[src/rtl/regstat_pkg.sv]
// Shared definitions for the register status table.
// Optional feature macro: REGSTAT_BYPASS_EN (same-cycle completion bypass).
package regstat_pkg;

    localparam int NREGS_DEF  = 32;
    localparam int UNIT_W_DEF = 2;
    localparam int ROW_W_DEF  = 5;

    localparam logic [UNIT_W_DEF-1:0] UNIT_ALU = 2'd0;
    localparam logic [UNIT_W_DEF-1:0] UNIT_MEM = 2'd1;
    localparam logic [UNIT_W_DEF-1:0] UNIT_MUL = 2'd2;
    localparam logic [UNIT_W_DEF-1:0] UNIT_BR  = 2'd3;

    typedef struct packed {
        logic [UNIT_W_DEF-1:0] unit;
        logic [ROW_W_DEF-1:0]  row;
    } regstat_tag_t;

    function automatic int tag_width(input int unit_w, input int row_w);
        return unit_w + row_w;
    endfunction

endpackage

[src/rtl/regstat_entry.sv]
// One scoreboard entry: pending bit, producer tag, and the
// reset > flush > alloc > complete priority resolution.
module regstat_entry
    import regstat_pkg::*;
#(
    parameter int UNIT_W = UNIT_W_DEF,
    parameter int ROW_W  = ROW_W_DEF,
    parameter int TAG_W  = tag_width(UNIT_W, ROW_W)
) (
    input  logic             clock,
    input  logic             reset,
    input  logic             flush,
    input  logic             alloc_hit,
    input  logic [TAG_W-1:0] alloc_tag,
    input  logic             cmp_valid,
    input  logic [TAG_W-1:0] cmp_tag,
    output logic             pending,
    output logic             pending_nxt,
    output logic [TAG_W-1:0] tag
);

    logic [TAG_W-1:0] tag_nxt;

    // Next-state for this entry; also feeds the top-level popcount.
    always_comb begin
        pending_nxt = pending;
        tag_nxt     = tag;
        if (reset || flush) begin
            pending_nxt = 1'b0;
            tag_nxt     = '0;
        end else if (alloc_hit) begin
            pending_nxt = 1'b1;
            tag_nxt     = alloc_tag;
        end else if (cmp_valid && pending && (tag == cmp_tag)) begin
            pending_nxt = 1'b0;
        end
    end

    // Entry state register.
    always_ff @(posedge clock) begin
        if (reset) begin
            pending <= 1'b0;
            tag     <= '0;
        end else begin
            pending <= pending_nxt;
            tag     <= tag_nxt;
        end
    end

endmodule

[src/rtl/register_status_table.sv]
// Register status scoreboard: per-register producer tracking with
// combinational read ports and a registered pending count.
// Optional feature macro: REGSTAT_BYPASS_EN.
module register_status_table
    import regstat_pkg::*;
#(
    parameter int NREGS  = NREGS_DEF,
    parameter int NREAD  = 2,
    parameter int UNIT_W = UNIT_W_DEF,
    parameter int ROW_W  = ROW_W_DEF,
    parameter int ADDR_W = $clog2(NREGS),
    parameter int TAG_W  = tag_width(UNIT_W, ROW_W)
) (
    input  logic                    clock,
    input  logic                    reset,
    input  logic                    flush,
    input  logic                    alloc_valid,
    input  logic [ADDR_W-1:0]       alloc_addr,
    input  logic [UNIT_W-1:0]       alloc_unit,
    input  logic [ROW_W-1:0]        alloc_row,
    input  logic                    cmp_valid,
    input  logic [UNIT_W-1:0]       cmp_unit,
    input  logic [ROW_W-1:0]        cmp_row,
    input  logic [NREAD*ADDR_W-1:0] rd_addr,
    output logic [NREAD-1:0]        rd_pending,
    output logic [NREAD*UNIT_W-1:0] rd_unit,
    output logic [NREAD*ROW_W-1:0]  rd_row,
    output logic [ADDR_W:0]         pending_count
);

    localparam int CNT_W = ADDR_W + 1;

    logic [NREGS-1:0] pend_q;
    logic [NREGS-1:0] pend_nxt;
    logic [TAG_W-1:0] tag_q [NREGS];
    logic [TAG_W-1:0] alloc_tag;
    logic [TAG_W-1:0] cmp_tag;
    logic [CNT_W-1:0] cnt_nxt;

    assign alloc_tag = {alloc_unit, alloc_row};
    assign cmp_tag   = {cmp_unit, cmp_row};

    // Register 0 never holds a producer.
    assign pend_q[0]   = 1'b0;
    assign pend_nxt[0] = 1'b0;
    assign tag_q[0]    = '0;

    for (genvar i = 1; i < NREGS; i++) begin : g_entry
        regstat_entry #(
            .UNIT_W (UNIT_W),
            .ROW_W  (ROW_W),
            .TAG_W  (TAG_W)
        ) u_entry (
            .clock       (clock),
            .reset       (reset),
            .flush       (flush),
            .alloc_hit   (alloc_valid && (alloc_addr == ADDR_W'(i))),
            .alloc_tag   (alloc_tag),
            .cmp_valid   (cmp_valid),
            .cmp_tag     (cmp_tag),
            .pending     (pend_q[i]),
            .pending_nxt (pend_nxt[i]),
            .tag         (tag_q[i])
        );
    end

    logic [ADDR_W-1:0] sel;
    logic [TAG_W-1:0]  sel_tag;
    logic              sel_pend;

    // Read muxes, optionally masking a pending entry whose
    // producer is broadcasting in this same cycle.
    always_comb begin
        rd_pending = '0;
        rd_unit    = '0;
        rd_row     = '0;
        sel        = '0;
        sel_tag    = '0;
        sel_pend   = 1'b0;
        for (int k = 0; k < NREAD; k++) begin
            sel      = rd_addr[k*ADDR_W +: ADDR_W];
            sel_tag  = tag_q[sel];
            sel_pend = pend_q[sel];
`ifdef REGSTAT_BYPASS_EN
            if (cmp_valid && (sel_tag == cmp_tag)) begin
                sel_pend = 1'b0;
            end
`endif
            rd_pending[k]               = sel_pend;
            rd_unit[k*UNIT_W +: UNIT_W] = sel_tag[ROW_W +: UNIT_W];
            rd_row[k*ROW_W +: ROW_W]    = sel_tag[0 +: ROW_W];
        end
    end

    // Popcount of the table state that the coming edge will load.
    always_comb begin
        cnt_nxt = '0;
        for (int i = 0; i < NREGS; i++) begin
            cnt_nxt = cnt_nxt + CNT_W'(pend_nxt[i]);
        end
    end

    // Registered pending count tracks the table after each edge.
    always_ff @(posedge clock) begin
        if (reset) begin
            pending_count <= '0;
        end else begin
            pending_count <= cnt_nxt;
        end
    end

endmodule
[config.mk]
export PLATFORM = sky130hd
export DESIGN_NAME = register_status_table
export DESIGN_NICKNAME = d
export VERILOG_FILES = /design/src/rtl/regstat_pkg.sv /design/src/rtl/regstat_entry.sv /design/src/rtl/register_status_table.sv
export SDC_FILE = /design/constraint.sdc
export NUM_CORES = 1
export LEC_CHECK = 0
export BUFFER_PORTS_ARGS = -buffer_cell sky130_fd_sc_hd__buf_2
export CORE_MARGIN = 3
export CORE_UTILIZATION = 25
export DETAILED_ROUTE_END_ITERATION = 16
export GPL_ROUTABILITY_DRIVEN = 0
export PLACE_DENSITY = 0.43
export SETUP_SLACK_MARGIN = 0.2
export SYNTH_ARGS = -nofsm -noshare
export SYNTH_HDL_FRONTEND = slang
export SYNTH_SLANG_ARGS = --single-unit
[constraint.sdc]
create_clock -name clock -period 6.04 [get_ports clock]
set_input_delay 0 -clock clock [delete_from_list [all_inputs] [get_ports clock]]
set_output_delay 0 -clock clock [all_outputs]
set_load 0.03 [all_outputs]
==> summary.md <==
| Metric | Value |
|---|---|
| Final WS setup | 0.3631 ns |
| Post-synth top area share | 30.47% |
| Fin nets | 1932 |
| TritonCTS clock tree | built |
| Core Footprint | 65980 um^2 |
| Vias in the first global route | 14783 |
| P&R area growth vs syn | 15.38% |
| Max H-tree Level | 1 |
| Syn Nets | 1930 |
| Final hold vios | 0 |
| Starting Density | 25.29% |
| DP HPWL | 51940 um |
| Critical R2R Capture | pending_count[4] |
| Post-route minimum period | 5.677 ns |
| Global-route wire length before repair | 106400 um |
| Die Footprint | 69880 um^2 |
| WL/cell | 26.61 um |
| Tcrit/Tclk final | 93.99% |
| Yosys reg bits | 254 |
| Syn. warnings | 0 |
| Async SR Flop Fraction | 0% |
| Critical Path Slowest Stage Cell | dlygate4sd3_1 |
| Peak VDD IR | 0.2427 mV |
| Boundary Pins | 56 |
| Cell Chain, Critical Path | dlygate4sd3_1 -> buf_2 -> nand4b_1 -> or3_1 -> a21o_1 -> fa_1 -> fa_1 -> inv_1 -> fa_1 -> inv_1 -> fa_1 -> fa_1 -> fa_1 -> fa_2 -> fa_1 -> nor2b_1 -> o21ai_0 -> nor3b_1 -> nor3_1 |
| RSZ-0062 raised after global routing | false |
| Worst-path clk slew | 0.06 ns |
| Cell Pwr Density | 219.2 nW/um^2 |
| Final antenna-violating net count | 0 |
| Die extent in y | 264.4 um |
| Status | finished, final reports clean |
| Max Freq | 176.2 MHz |
| Vias/cell | 5.533 |
| Die W | 264.4 um |
| Starting DRT DRC Count | 1548 |
| Worst slack, placed | 0.2320 ns |
| Sink Count | 254 |
| Worst Hold Path Cells | 5 |
| Diode count | 0 |
| Clk_lat worst skew | 0.59 ns |
| Setup TNS | 0 ns |
| Minimum hold slack | 0.06745 ns |
| Syn_area_per_cell | 8.942 um^2 |
| Post-CTS setup repair buffer count | 0 |
| Total number of vias | 15228 |
| Max cap viols | 0 |
| Drt first pass iters | 5 |
| Clock buffer depth | 3 |
| Slew @ Worst Pin | 1.172 ns |
| Final core occ | 29.18% |
| Seq/Total Area, Yosys | 30.47% |
| Ranking of synthesized cells by area | dfxtp_1 30%, mux4_2 13%, xnor2_1 11% |
| Clock Skew | 0.01495 ns |
| Top-count cell post-synth | dfxtp_1 |
| All-Layer GR Usage | 20.46% |
| Final Instance Count excl. Fillers | 2752 |
| Top fanout value on the critical path | 4 |
| Reg2Reg Setup Slack | 0.40 ns |
| Routed wire length | 73220 um |
| Yosys top cell by area | dfxtp_1 |
| Critical Path Max Stage Delay | 0.53 ns |
| Largest net degree at the start of global routing | 72 |
| R2R cell count | 16 |
| Antenna violations before repair | 3 |
| Synth Cell Area | 16690 um^2 |
| Crit. End Element | register |
| Critical Path AT | 6.18 ns |
| Hold_sp | cmp_row[1] |
| Pleak | 0.006118 uW |
| Root Driver | clkbuf_16 |
| Port Buffer Count | 55 |
| Most frequent CP cell | fa_1 |
| Slew Viols, Final | 0 |
| Worst slew margin relative to its limit | 21.86% |
| Total CTS buffers | 31 |
| Layout cells sized above 1 | 18.01% |
| Kind of critical path | input pin to register |
| Min-Delay Endpoint | g_entry[3].u_entry.pending |
| Yosys cell types | 45 |
| Worst Setup SP | alloc_addr[3] |
| DR DRC count | 0 |
| Cells after Synth | 1866 |
| Post-synth EDFFs | 0 |
| Grt total ovfl | 0 |
| Startpoint types | input pin |
| DP Cell Count | 2695 |
| Required @ worst endpoint | 6.54 ns |
| Worst hold path class | input pin to register |
| Top FF cell, synth | dfxtp_1 |
| Worst flop-to-flop path startpoint | g_entry[12].u_entry.tag[0] |
| Synth top cells by count | 254 x dfxtp_1, 224 x nand2_1, 221 x a21oi_1 |
| Number of cell rows | 94 |
| Setup violators final | 0 |
flip-flops by register name (all words and copies together), names as in the netlist:
signal                   count
g_entry.u_entry.pending     31
g_entry.u_entry.tag        217
pending_count                6
logic make-up (layout without fill, tap and decap cells):
| kind of cell | count (synthesis) | count (layout) | share of synthesized area [%] |
|---|---|---|---|
| buf+inv | 213 | 235 | 6.231 |
| xor+xnor | 217 | 217 | 11.39 |
| simple gates | 489 | 489 | 13.74 |
| compound gates | 482 | 482 | 16.64 |
| flops | 254 | 254 | 30.47 |
| fa+ha+maj | 30 | 30 | 3.284 |
| mux | 181 | 181 | 18.24 |
area by class of cell:
class	instances	area, um^2
flip-flops and latches	254	5099
clock buffers	43	900.9
fillers	6923	46730
multi-input cells	1399	10660
inverters	25	93.84
clock inverters	10	181.4
well taps	864	1081
repair buffers	157	1237
metal layers:
layer / share of wire, % / GRT usage, % / vias up
met5: 0.037 / 0 / -
met4: 4.2 / 7.971 / 4
met3: 7.8 / 3.304 / 162
met2: 45 / 32.17 / 689
met1: 43 / 28.20 / 7695
li1: - / - / 6678
critical path, delay by kind of cell:
family | cells | cell delay, ns
fa+ha+maj | 8 | 3.73
simple gates | 5 | 1.36
buf+inv | 4 | 0.80
compound gates | 2 | 0.31
power by group:
group | switching, uW | total (uW) | internal, uW
logic | 347 | 513 | 166
registers | 7.20 | 1690 | 1680
clock network | 780 | 2020 | 1240
metrics by stage:
stage	power (uW)	area [um^2]
final	4221	19250
after global routing	4346	19250
after CTS	4254	19200
after detailed placement	2228	18080
after global placement	2226	18080
after floorplan	2048	16690
worst max-delay path by stage:
stage | to | slack [ns] | cells past startpoint
2_1_floorplan | pending_count[4] | 0.57 | 19
3_3_place_gp | pending_count[4] | 0.19 | 17
3_5_place_dp | pending_count[4] | 0.23 | 17
4_1_cts | pending_count[4] | 0.24 | 17
5_1_grt | pending_count[4] | 0.23 | 17
6_report | pending_count[4] | 0.36 | 19
what timing repair did:
item	in CTS	in global routing
hold endpoints to repair	13	0
hold buffers	4	0
gates resized for setup	2	32
pin swaps	0	1
endpoints found under the setup margin	1	2
placed cells by master (no fill, tap or decap), types with 5 or more instances in the layout:
cell type  instances
fa_1              21
clkbuf_16         31
mux2i_1           70
a211oi_1          16
and3_1             8
dfxtp_2           11
a21o_1            10
o31ai_1           16
o21ai_0          104
nand2_1          224
nand4_1           62
o21ai_1           23
o21ai_2            5
xnor2_1          216
buf_4             86
inv_1             24
a21oi_1          221
o21a_1            22
bufinv_16          5
ha_1               7
dfxtp_1          243
and2_1            11
mux2_2            15
buf_2             52
nand3_1          105
buf_12            14
o22ai_1           16
mux4_2            93
nor2b_1            8
clkbuf_8           8
a22o_1            47
nor2_1            44
(Power assumes the default switching activity.)
